File: config.mk
export PLATFORM = sky130hd
export DESIGN_NAME = hazard_stall_ctrl
export DESIGN_NICKNAME = d
export VERILOG_FILES = /design/src/rtl/hazard_stall_ctrl_pkg.sv /design/src/rtl/md_latency_counter.sv /design/src/rtl/hazard_stall_ctrl.sv
export SDC_FILE = /design/constraint.sdc
export NUM_CORES = 1
export LEC_CHECK = 0
export ABC_AREA = 1
export CORE_UTILIZATION = 40
export CTS_CLUSTER_DIAMETER = 80
export DETAILED_ROUTE_END_ITERATION = 7
export GPL_TIMING_DRIVEN = 1
export MAX_ROUTING_LAYER = met4
export PLACE_DENSITY = 0.8
export SYNTH_ARGS = -nofsm -noshare
export SYNTH_HDL_FRONTEND = slang
export SYNTH_SLANG_ARGS = --single-unit
File: constraint.sdc
create_clock -name clk -period 2.05 [get_ports clk]
set_clock_uncertainty 0.1 [all_clocks]
set_input_delay 0.41 -clock clk [delete_from_list [all_inputs] [get_ports clk]]
set_output_delay 0.41 -clock clk [all_outputs]
set_load 0.05 [all_outputs]
File: src/rtl/hazard_stall_ctrl_pkg.sv
// Shared encodings for the pipeline hazard/stall sequencer: load-type NOP,
// sequencer states, default mul/div latency and the control-bundle layout.
package hazard_stall_ctrl_pkg;

  localparam logic [2:0] DMRd_NOP   = 3'd0;
  localparam int         MD_LAT_DEF = 4;

  typedef enum logic [0:0] {
    HZ_IDLE    = 1'b0,
    HZ_MD_BUSY = 1'b1
  } hz_state_t;

  typedef struct packed {
    logic pc_wr;
    logic ifid_wr;
    logic idexe_wr;
    logic ifid_flush;
    logic idexe_flush;
    logic exemem_flush;
    logic md_busy;
    logic md_done;
  } hz_ctrl_t;

  // Free-running pipeline: every register written, nothing squashed.
  function automatic hz_ctrl_t ctrl_default();
    hz_ctrl_t c;
    c = '0;
    c.pc_wr    = 1'b1;
    c.ifid_wr  = 1'b1;
    c.idexe_wr = 1'b1;
    return c;
  endfunction

endpackage

File: src/rtl/md_latency_counter.sv
// Down-counter for the mul/div occupancy window: load, decrement, zero-detect.
module md_latency_counter #(
  parameter int CNT_W = 5
) (
  input  logic             clk,
  input  logic             rstn,
  input  logic             i_load,
  input  logic [CNT_W-1:0] i_load_val,
  input  logic             i_dec,
  output logic             o_zero
);

  logic [CNT_W-1:0] r_cnt;

  always_ff @(posedge clk) begin
    if (!rstn) begin
      r_cnt <= '0;
    end else if (i_load) begin
      r_cnt <= i_load_val;
    end else if (i_dec && (r_cnt != '0)) begin
      r_cnt <= r_cnt - 1'b1;
    end
  end

  assign o_zero = (r_cnt == '0);

endmodule

File: src/rtl/hazard_stall_ctrl.sv
// Pipeline hazard sequencer: mul/div window > taken branch > load-use > jump.
// Define HAZ_STATS_EN to add saturating stall_cnt / flush_cnt outputs.
module hazard_stall_ctrl
  import hazard_stall_ctrl_pkg::*;
#(
  parameter int MD_LAT = MD_LAT_DEF,
  parameter int CNT_W  = 5
) (
  input  logic        clk,
  input  logic        rstn,
  input  logic [4:0]  IFID_rs,
  input  logic [4:0]  IFID_rt,
  input  logic        IFID_use_rs,
  input  logic        IFID_use_rt,
  input  logic        IFID_jump,
  input  logic [2:0]  IDEXE_DMRd,
  input  logic [4:0]  IDEXE_rd,
  input  logic        IDEXE_md_start,
  input  logic        EXE_br_taken,
  output logic        PC_Wr,
  output logic        IFID_Wr,
  output logic        IDEXE_Wr,
  output logic        IFID_flush,
  output logic        IDEXE_flush,
  output logic        EXEMEM_flush,
  output logic        md_busy,
  output logic        md_done,
  output hz_state_t   o_dbg_state
`ifdef HAZ_STATS_EN
  ,
  output logic [31:0] stall_cnt,
  output logic [31:0] flush_cnt
`endif
);

  // Entry cycle is stall cycle 1, so the counter covers the remaining MD_LAT-1.
  localparam logic [CNT_W-1:0] LOAD_VAL = CNT_W'((MD_LAT >= 2) ? (MD_LAT - 2) : 0);

  hz_state_t r_state;
  hz_state_t w_state_nxt;
  hz_ctrl_t  w_ctrl;
  logic      w_load;
  logic      w_dec;
  logic      w_cnt_zero;
  logic      w_load_use;

  md_latency_counter #(.CNT_W(CNT_W)) u_md_cnt (
    .clk        (clk),
    .rstn       (rstn),
    .i_load     (w_load),
    .i_load_val (LOAD_VAL),
    .i_dec      (w_dec),
    .o_zero     (w_cnt_zero)
  );

  assign w_load_use = (IDEXE_DMRd != DMRd_NOP) && (IDEXE_rd != 5'd0) &&
                      (((IDEXE_rd == IFID_rs) && IFID_use_rs) ||
                       ((IDEXE_rd == IFID_rt) && IFID_use_rt));

  always_ff @(posedge clk) begin
    if (!rstn) r_state <= HZ_IDLE;
    else       r_state <= w_state_nxt;
  end

  always_comb begin
    w_ctrl      = ctrl_default();
    w_state_nxt = r_state;
    w_load      = 1'b0;
    w_dec       = 1'b0;
    if (!rstn) begin
      w_state_nxt = HZ_IDLE;
    end else if ((r_state == HZ_MD_BUSY) || IDEXE_md_start) begin
      w_ctrl.pc_wr        = 1'b0;
      w_ctrl.ifid_wr      = 1'b0;
      w_ctrl.idexe_wr     = 1'b0;
      w_ctrl.exemem_flush = 1'b1;
      w_ctrl.md_busy      = 1'b1;
      if (r_state == HZ_MD_BUSY) begin
        w_dec = 1'b1;
        if (w_cnt_zero) begin
          w_ctrl.md_done = 1'b1;
          w_state_nxt    = HZ_IDLE;
        end
      end else if (MD_LAT == 1) begin
        w_ctrl.md_done = 1'b1;
      end else begin
        w_load      = 1'b1;
        w_state_nxt = HZ_MD_BUSY;
      end
    end else if (EXE_br_taken) begin
      w_ctrl.ifid_flush  = 1'b1;
      w_ctrl.idexe_flush = 1'b1;
    end else if (w_load_use) begin
      w_ctrl.pc_wr       = 1'b0;
      w_ctrl.ifid_wr     = 1'b0;
      w_ctrl.idexe_flush = 1'b1;
    end else if (IFID_jump) begin
      w_ctrl.ifid_flush = 1'b1;
    end
  end

  assign PC_Wr        = w_ctrl.pc_wr;
  assign IFID_Wr      = w_ctrl.ifid_wr;
  assign IDEXE_Wr     = w_ctrl.idexe_wr;
  assign IFID_flush   = w_ctrl.ifid_flush;
  assign IDEXE_flush  = w_ctrl.idexe_flush;
  assign EXEMEM_flush = w_ctrl.exemem_flush;
  assign md_busy      = w_ctrl.md_busy;
  assign md_done      = w_ctrl.md_done;
  assign o_dbg_state  = r_state;

`ifdef HAZ_STATS_EN
  logic [31:0] r_stall_cnt;
  logic [31:0] r_flush_cnt;

  always_ff @(posedge clk) begin
    if (!rstn) begin
      r_stall_cnt <= '0;
      r_flush_cnt <= '0;
    end else begin
      if (!w_ctrl.pc_wr && (r_stall_cnt != 32'hFFFF_FFFF)) r_stall_cnt <= r_stall_cnt + 32'd1;
      if (w_ctrl.ifid_flush && (r_flush_cnt != 32'hFFFF_FFFF)) r_flush_cnt <= r_flush_cnt + 32'd1;
    end
  end

  assign stall_cnt = r_stall_cnt;
  assign flush_cnt = r_flush_cnt;
`endif

endmodule

==> metrics.md <==
| Metric | Value |
|---|---|
| Status | finished, final reports clean |
| Worst Tran Pin Value | 0.278 ns |
| Yosys top cell area share | a little over a quarter |
| Synth Register Bits | 6 |
| Top post-synthesis cells by area | nand2_1, dfxtp_1, inv_1 |
| Drc violations | 0 |
| Number of global-route vias before repair | ~670 |
| Cell Area, Synth | 603 µm² |
| Hold slack | 0.386 ns |
| CTS clk-pin slew, worst paths | 0.05 ns |
| Critical Path Start Type | input pin |
| Antenna-violating nets left | 0 |
| Setup_tns | 0 ns |
| First-pass DRT Iterations | 4 |
| Max-cap check violation count | 0 |
| CTS tree | yes |
| Syn Inst Count | 111 |
| IO buf count | 33 |
| Commonest non-fill, non-tap cell in the layout | nand2_1 |
| Layout cells sized above 1 | about 36% |
| Via density | 4.71 |
| Reg2Reg Setup Slack | 0.40 ns |
| Crit. End Element | output pin |
| Worst min path class | reg2reg |
| Slew HR | 81.4% |
| Synthesized Nets | 137 |
| Most frequent cells in the layout | nand2_1, inv_1, buf_12 |
| Root Driver | clkbuf_4 |
| Multi-input logic area | 438 µm² |
| Total track usage | about 22% |
| Layout overhead on the synthesized area | 81.9% |
| Antenna cells | 0 |
| Num CTS Buffers | 3 |
| Avg WL per Cell | 10.3 µm |
| Synth Warn # | 0 |
| Fillcell total | 97 |
| Sequential share of the synthesized area | 19.9% |
| Core area | 1350 µm² |
| P per Cell Area | around 440 nW/µm² |
| Worst-Skew Late Latency | 0.25 ns |
| Initial Util | between 40% and 50% |
| Routability cong. | 0.865 |
| Remaining Overflow, GRT | 0 |
| Peak Freq | 501 MHz |
| Register area | 121 µm² |
| Final-report hold violation count | 0 |
| Final min period | around 2 ns |
| Largest net degree at the start of global routing | 8 |
| Yosys cell types | 21 |
| Leak Pwr | 0.000616 µW |
| Crit Reg-Reg Startpoint | u_md_cnt.r_cnt[1]$_SDFFE_PN0P_ |
| WP data required | 1.54 ns |
| DRT iter0 DRCs | 15 |
| Worst EP arrival | 1.48 ns |
| Worst VDD drop | 0.000290 V |
| Die H | 40.8 µm |
| Initial antenna violation count | 0 |
| Critical Path Start | IFID_rt[3] |
| Final setup vio count | 0 |
| Via count | 773 |
| # clock sinks | 6 |
| Number of core rows | 13 |
| Final WL | 1700 µm |
| H-Tree Depth | 1 |
| Crit Path Max Fanout | 2 |
| Die ar. | about 1700 µm² |
| Final nets | 177 |
| Final Core Density | 81.3% |
| Ports | 34 |
| Hold Crit Start | u_md_cnt.r_cnt[0]$_SDFFE_PP0P_ |
| Max Slew Vio Count | 0 |
| Post-Syn Area per Cell | between 5 and 6 µm² |
| DIE WIDTH | 40.8 µm |
| Area leader, netlist | nand2_1 |
| HPWL Detailed | 1400 µm |
| Hold Buf Count CTS | 0 |
| Global-route wire length before repair | 2450 µm |
| Tcrit/Tclk final | ~100% |
| Crit Path Category | in2out |
| Max Buffers Root-to-Sink | 2 |
flip-flops by register name, indices dropped and copies added (netlist names):
name            flops
o_dbg_state         1
u_md_cnt.r_cnt      5
layout make-up:
type                       count  area share [%]
inverter                      26            8.89
multi-input combinational     77            39.9
timing repair buffer          37            36.4
clock buffer                   3            2.05
sequential                     6            11.1
tap                           15            1.71
critical path, stage by stage:
cell and delay (ns):
clkdlybuf4s15_1 0.18, inv_1 0.04, nand2_1 0.05, nand2_1 0.06, nor2_2 0.13, nand3_2 0.08, nand2_2 0.11, nand3_2 0.08
nand2_1 0.09, nand2_2 0.09, buf_12 0.17
timing repair:
item	in CTS	in global routing
resized for setup	29	39
endpoints found under the setup margin	4	5
buffers inserted	0	1
pin swaps	13	21
endpoints found under the hold margin	0	0
worst paths after layout:
kind                                    end  depth (start not counted)
min          u_md_cnt.r_cnt[0]$_SDFFE_PP0P_                          2
min reg2reg  u_md_cnt.r_cnt[0]$_SDFFE_PP0P_                          2
max reg2reg  u_md_cnt.r_cnt[2]$_SDFFE_PP0P_                          9
max                                   PC_Wr                         11
per-stage QoR:
step	total power [µW]	std cells	setup WS [ns]	cell area, µm²
2_1_floorplan	251	111	0.0241	619
3_3_place_gp	365	160	-0.319	1050
3_5_place_dp	371	160	-0.369	1050
4_1_cts	473	163	0.000337	1070
5_1_grt	514	164	-0.0108	1100
6_report	485	164	0.0558	1100
kinds of logic (layout without fill, tap and decap cells):
group | Yosys count | count (layout) | share of synthesized area (%)
AND/OR/NAND/NOR | 66 | 66 | 48.1
buffers and inverters | 28 | 66 | 18.7
adder cells (fa/ha/maj) | 1 | 1 | 2.07
XOR/XNOR | 1 | 1 | 1.45
flip-flops | 6 | 6 | 19.9
AO/OA/AOI/OAI | 9 | 9 | 9.75
report_power, final:
part | switching (µW) | internal, µW
combinational | 134 | 112
sequential | 7.01 | 123
clock | 43.2 | 66.3
total | 185 | 301
per-layer routing:
| metal | GRT usage (%) | up-vias | routed length, µm |
|---|---|---|---|
| met5 | - | - | 0 |
| met4 | 5.00 | 0 | 21 |
| met3 | 3.26 | 3 | 46 |
| met2 | 39.5 | 19 | 886 |
| met1 | 26.5 | 342 | 742 |
| li1 | - | 409 | - |
synth_stat cells:
cell type	instances
nand2_1	42
inv_1	25
nor2_1	13
dfxtp_1	6
nand3_1	4
a21oi_1	3
buf_4	2
nand2_2	2
o21ai_0	2
a211oi_1	1
a31oi_1	1
ha_1	1
inv_2	1
nand2_4	1
nand4_1	1
nor3_1	1
nor3_4	1
nor3b_2	1
o211ai_2	1
o31ai_1	1
xnor2_1	1
Note: power is estimated with default switching activity, not from simulation.
